File: src/rtl/ped_signal_ctrl.sv
// Pedestrian crossing controller that follows the vehicle light phase (RED=0, GREEN=1, YELLOW=2).
// Grants WALK on RED entry when a request is latched, then a blinking DON'T-WALK clearance.
module ped_signal_ctrl #(
  parameter int WALK_CYC  = 8,
  parameter int FLASH_CYC = 6,
  parameter int FLASH_DIV = 2,
  parameter int CW        = 4
) (
  input  logic          clk,
  input  logic          rst_n,
  input  logic [1:0]    light,
  input  logic          ped_btn,
  output logic          walk,
  output logic          dont_walk,
  output logic          flash,
  output logic [CW-1:0] countdown,
  output logic          req_pending,
  output logic          abort
);

  localparam logic [1:0] RED = 2'd0;
  localparam int BW = (FLASH_DIV > 1) ? $clog2(FLASH_DIV) : 1;

  typedef enum logic [1:0] {
    ST_IDLE  = 2'd0,
    ST_WALK  = 2'd1,
    ST_CLEAR = 2'd2
  } state_t;

  state_t        state;
  logic [1:0]    prev_light;
  logic [BW-1:0] blink_cnt;
  logic          is_red;
  logic          red_entry;

  // The invalid code 3 is simply "not RED", so it aborts and can precede a RED entry.
  assign is_red    = (light == RED);
  assign red_entry = is_red && (prev_light != RED);

  // The countdown output doubles as the phase timer; it reads 0 whenever the FSM is idle.
  always_ff @(posedge clk or negedge rst_n) begin
    if (!rst_n) begin
      state       <= ST_IDLE;
      prev_light  <= RED;
      blink_cnt   <= '0;
      walk        <= 1'b0;
      dont_walk   <= 1'b1;
      flash       <= 1'b0;
      countdown   <= '0;
      req_pending <= 1'b0;
      abort       <= 1'b0;
    end else begin
      prev_light <= light;
      abort      <= 1'b0;
      case (state)
        ST_IDLE: begin
          if (red_entry && (req_pending || ped_btn)) begin
            state       <= ST_WALK;
            countdown   <= CW'(WALK_CYC);
            walk        <= 1'b1;
            dont_walk   <= 1'b0;
            flash       <= 1'b0;
            req_pending <= 1'b0;
          end else if (ped_btn) begin
            req_pending <= 1'b1;
          end
        end
        ST_WALK, ST_CLEAR: begin
          if (ped_btn) begin
            req_pending <= 1'b1;
          end
          // Losing RED beats timer expiry: pedestrians must never see WALK against traffic.
          if (!is_red) begin
            state     <= ST_IDLE;
            countdown <= '0;
            walk      <= 1'b0;
            dont_walk <= 1'b1;
            flash     <= 1'b0;
            abort     <= 1'b1;
          end else if (countdown == CW'(1)) begin
            if (state == ST_WALK) begin
              state     <= ST_CLEAR;
              countdown <= CW'(FLASH_CYC);
              walk      <= 1'b0;
              dont_walk <= 1'b1;
              flash     <= 1'b1;
              blink_cnt <= '0;
            end else begin
              state     <= ST_IDLE;
              countdown <= '0;
              dont_walk <= 1'b1;
              flash     <= 1'b0;
            end
          end else begin
            countdown <= countdown - CW'(1);
            if (state == ST_CLEAR) begin
              if (blink_cnt == BW'(FLASH_DIV - 1)) begin
                blink_cnt <= '0;
                dont_walk <= ~dont_walk;
              end else begin
                blink_cnt <= blink_cnt + BW'(1);
              end
            end
          end
        end
        default: begin
          state     <= ST_IDLE;
          countdown <= '0;
          walk      <= 1'b0;
          dont_walk <= 1'b1;
          flash     <= 1'b0;
        end
      endcase
    end
  end

endmodule

File: config.mk
export PLATFORM = sky130hd
export DESIGN_NAME = ped_signal_ctrl
export DESIGN_NICKNAME = d
export VERILOG_FILES = /design/src/rtl/ped_signal_ctrl.sv
export SDC_FILE = /design/constraint.sdc
export NUM_CORES = 1
export LEC_CHECK = 0
export CORE_UTILIZATION = 54
export DETAILED_ROUTE_END_ITERATION = 8
export GPL_TIMING_DRIVEN = 0
export PLACE_DENSITY = 0.78
export SLEW_MARGIN = 20
export SYNTH_ARGS = -nofsm -noshare
export SYNTH_HDL_FRONTEND = slang
export SYNTH_SLANG_ARGS = --single-unit
export TNS_END_PERCENT = 30
File: constraint.sdc
create_clock -name clk -period 3.4 [get_ports clk]
set_input_delay 0.68 -clock clk [delete_from_list [all_inputs] [get_ports clk]]
set_output_delay 0.68 -clock clk [all_outputs]
set_load 0.02 [all_outputs]
==> flow_summary.toml <==
[global_route]
globalRouteMet1Util_pct = 30.9
grt_max_degree = 15
grt_pass1_wl_um = 2520
grt_overflow = 0
antenna_found_initial = 0
met3_usage_pct = 3.26
grt_util_met2_pct = 40.2
grt_pass1_vias = 546
grt_usage_pct = 24.7
busiest_layer = "met2"

[synth]
async_reset_ff_share_pct = 100
ys_seq_area_share_pct = 42.4
ys_warn_count = 0
ys_types = 38
synth_nets = 88
synth_area_um2 = 828
ys_ff_latch = 14
synth_top_area_share_pct = 39.3
synth_top_area_cell = "dfrtp_1"
yosys-top-cells-area = "dfrtp_1, ha_1, mux2i_1"
synth_edf_count = 0
synth_ff_type = "dfrtp_1"
syn_inst = 76
syn_avg_cell_area_um2 = 10.9

[setup_path]
start_kind = "flip-flop"
critPathSlowestCell = "clkdlybuf4s50_1"
critPathBufInv = 1
critPathTopFamily = "buffers and inverters"
max_stage_delay_ns = 0.59
critPathCaptureType = "output pin"
arrival_ns = 1.43
worstPathRequired_ns = 2.72
worstSetupPathType = "flip-flop to output pin"
path_cells = "clkdlybuf4s50_1"
crit_path_max_fanout = 3

[power_and_ir_drop]
power_leakage_nw = 0.436
p_seq_share_pct = 31.8
vdd_ir_drop_max_v = 0.000441
p_comb_share_pct = 53.2
cellPowerDensity_nw_per_um2 = 842
netSwitchingFraction_pct = 41.3
p_int_w = 0.000501
pwr-share-clk_pct = 15.0
p_sw_w = 0.000352

[clocking]
holdBufCountCts = 0
post_cts_buffers = 0
cts_root_buf = "clkbuf_4"
cts-buffers-inserted = 3
htreeDepth = 1
cts_tree = "built"
cts_buffer_depth = 2
cts_sinks = 14
clkLatencyLatePin_ns = 0.30
cts.clk_slew.worst_paths_ns = 0.09
postCtsResizedCells = 0

[routing]
drcViolationCount = 0
finalWirelength_um = 1730
drt-wirelength-per-cell_um = 16.0
drtIter0Drc = 9
ant_nets = 0
drtPass1Iterations = 4
via_count = 623
via_per_inst = 5.77

[timing]
clock.fmax_ghz = 0.475
slew_headroom_pct = 58.4
finalHoldViolCount = 0
period_share_pct = 61.9
tightest_slew_ns = 0.622
period_needed_ns = 2.11
finClkSkew_ns = 0.00930
setup_viol = 0
setup_tns_ns = 0
drv_slew = 0
rsz0062_at_grt = "no"
holdWs_ns = 0.501

[worst_hold_path]
hold_path.class = "flip-flop to flip-flop"

[floorplanning]
core_area_um2 = 1370
die-area_um2 = 1690
chipWidth_um = 41.2
die_h_um = 41.2
initial_utilization_pct = 60.6
core.rowCount = 13
ios = 14

[finish]
layout.cells.non_filler = 108
final_area_um2 = 1010
drive_gt1_share_pct = 17.2
antennaDiodeCount = 0
area_delta_synth_final_pct = 22.4
layout.nets = 106

[placed_design]
place_congestion = 0.781
dpl.hpwl_um = 1260
placed_cell_area_um2 = 977
io_buffers = 13
post-place-cells = 104

[job]
maxCapViolCount = 0

[outcome]
outcome = "finished, final reports clean"
worst paths after layout:
kind | startpoint | end | slack (ns) | cells after the start
worst max-delay path | dont_walk | dont_walk | 1.29 | 1
worst min-delay path | walk | walk | 0.50 | 1
worst max register to register | state[0] | countdown[1] | 1.38 | 6
worst min register to register | walk | walk | 0.50 | 1
max in group asynchronous | rst_n | countdown[3] | 2.23 | 1
min in group asynchronous | rst_n | state[0] | 0.76 | 1
power by group through the flow:
stage | Combinational, W | Clock, W | Sequential [W]
4_1_cts | 0.000456 | 0.000126 | 0.000272
6_report | 0.000454 | 0.000128 | 0.000272
3_3_place_gp | 0.000439 | 0 | 0.000271
2_1_floorplan | 0.000254 | 0 | 0.000319
5_1_grt | 0.000496 | 0.000132 | 0.000283
3_5_place_dp | 0.000452 | 0 | 0.000275
registers in the layout, summed over array words and instances (netlist names):
name         count
abort            1
req_pending      1
blink_cnt        1
prev_light       2
countdown        4
state            2
dont_walk        1
flash            1
walk             1
layer usage:
layer / share of wire [%] / vias up / wire (um)
met2: 48 / 12 / 835
met1: 47 / 298 / 808
met5: 0 / - / 0
met3: 2.8 / 5 / 49
li1: - / 308 / -
met4: 2.0 / 0 / 34
kinds of logic after synthesis:
kind of cell             Yosys count  synth area share, %
AND/OR/NAND/NOR                   23                 18.6
AO/OA/AOI/OAI                     18                 16.3
flip-flops                        14                 42.4
buffers and inverters              8                 4.53
adder cells (fa/ha/maj)            7                 10.6
multiplexers                       6                 7.55
Yosys cell counts (2+ instances only):
master    n
o21ai_1   2
a211o_1   2
ha_1      7
o21ai_2   2
dfrtp_1  13
nor2_1    4
inv_1     6
nand3_1   2
mux2i_1   4
a21oi_1   4
nor3_1    2
nor2b_1   2
through the flow:
step | setup WS, ns | util (%) | total power [W]
global route | 1.21 | 74.2 | 0.000911
detailed placement | 1.09 | 71.5 | 0.000728
finish | 1.29 | 74.2 | 0.000854
floorplan | 1.65 | - | 0.000573
CTS | 1.30 | 74.2 | 0.000854
global placement | 1.12 | 71.5 | 0.000710
final cells by class:
cell class | instances | area, um2
repair buffers | 13 | 130
flip-flops and latches | 14 | 352
inverters | 6 | 22.5
well taps | 15 | 18.8
fillers | 110 | 353
multi-input cells | 54 | 439
clock buffers | 4 | 36.3
plain buffers | 2 | 15.0
placed cells by master (no fill, tap or decap), types with 2 or more instances in the layout:
cell type	Yosys	final
clkbuf_4	0	3
nor2_1	4	4
dfrtp_1	13	13
nor3_1	2	2
inv_1	6	6
nor2b_1	2	2
o21ai_2	2	2
nand3_1	2	2
clkdlybuf4s50_1	0	13
mux2i_1	4	4
o21ai_1	2	2
a21oi_1	4	4
a211o_1	2	2
ha_1	7	7
Note: power is estimated with default switching activity, not from simulation.
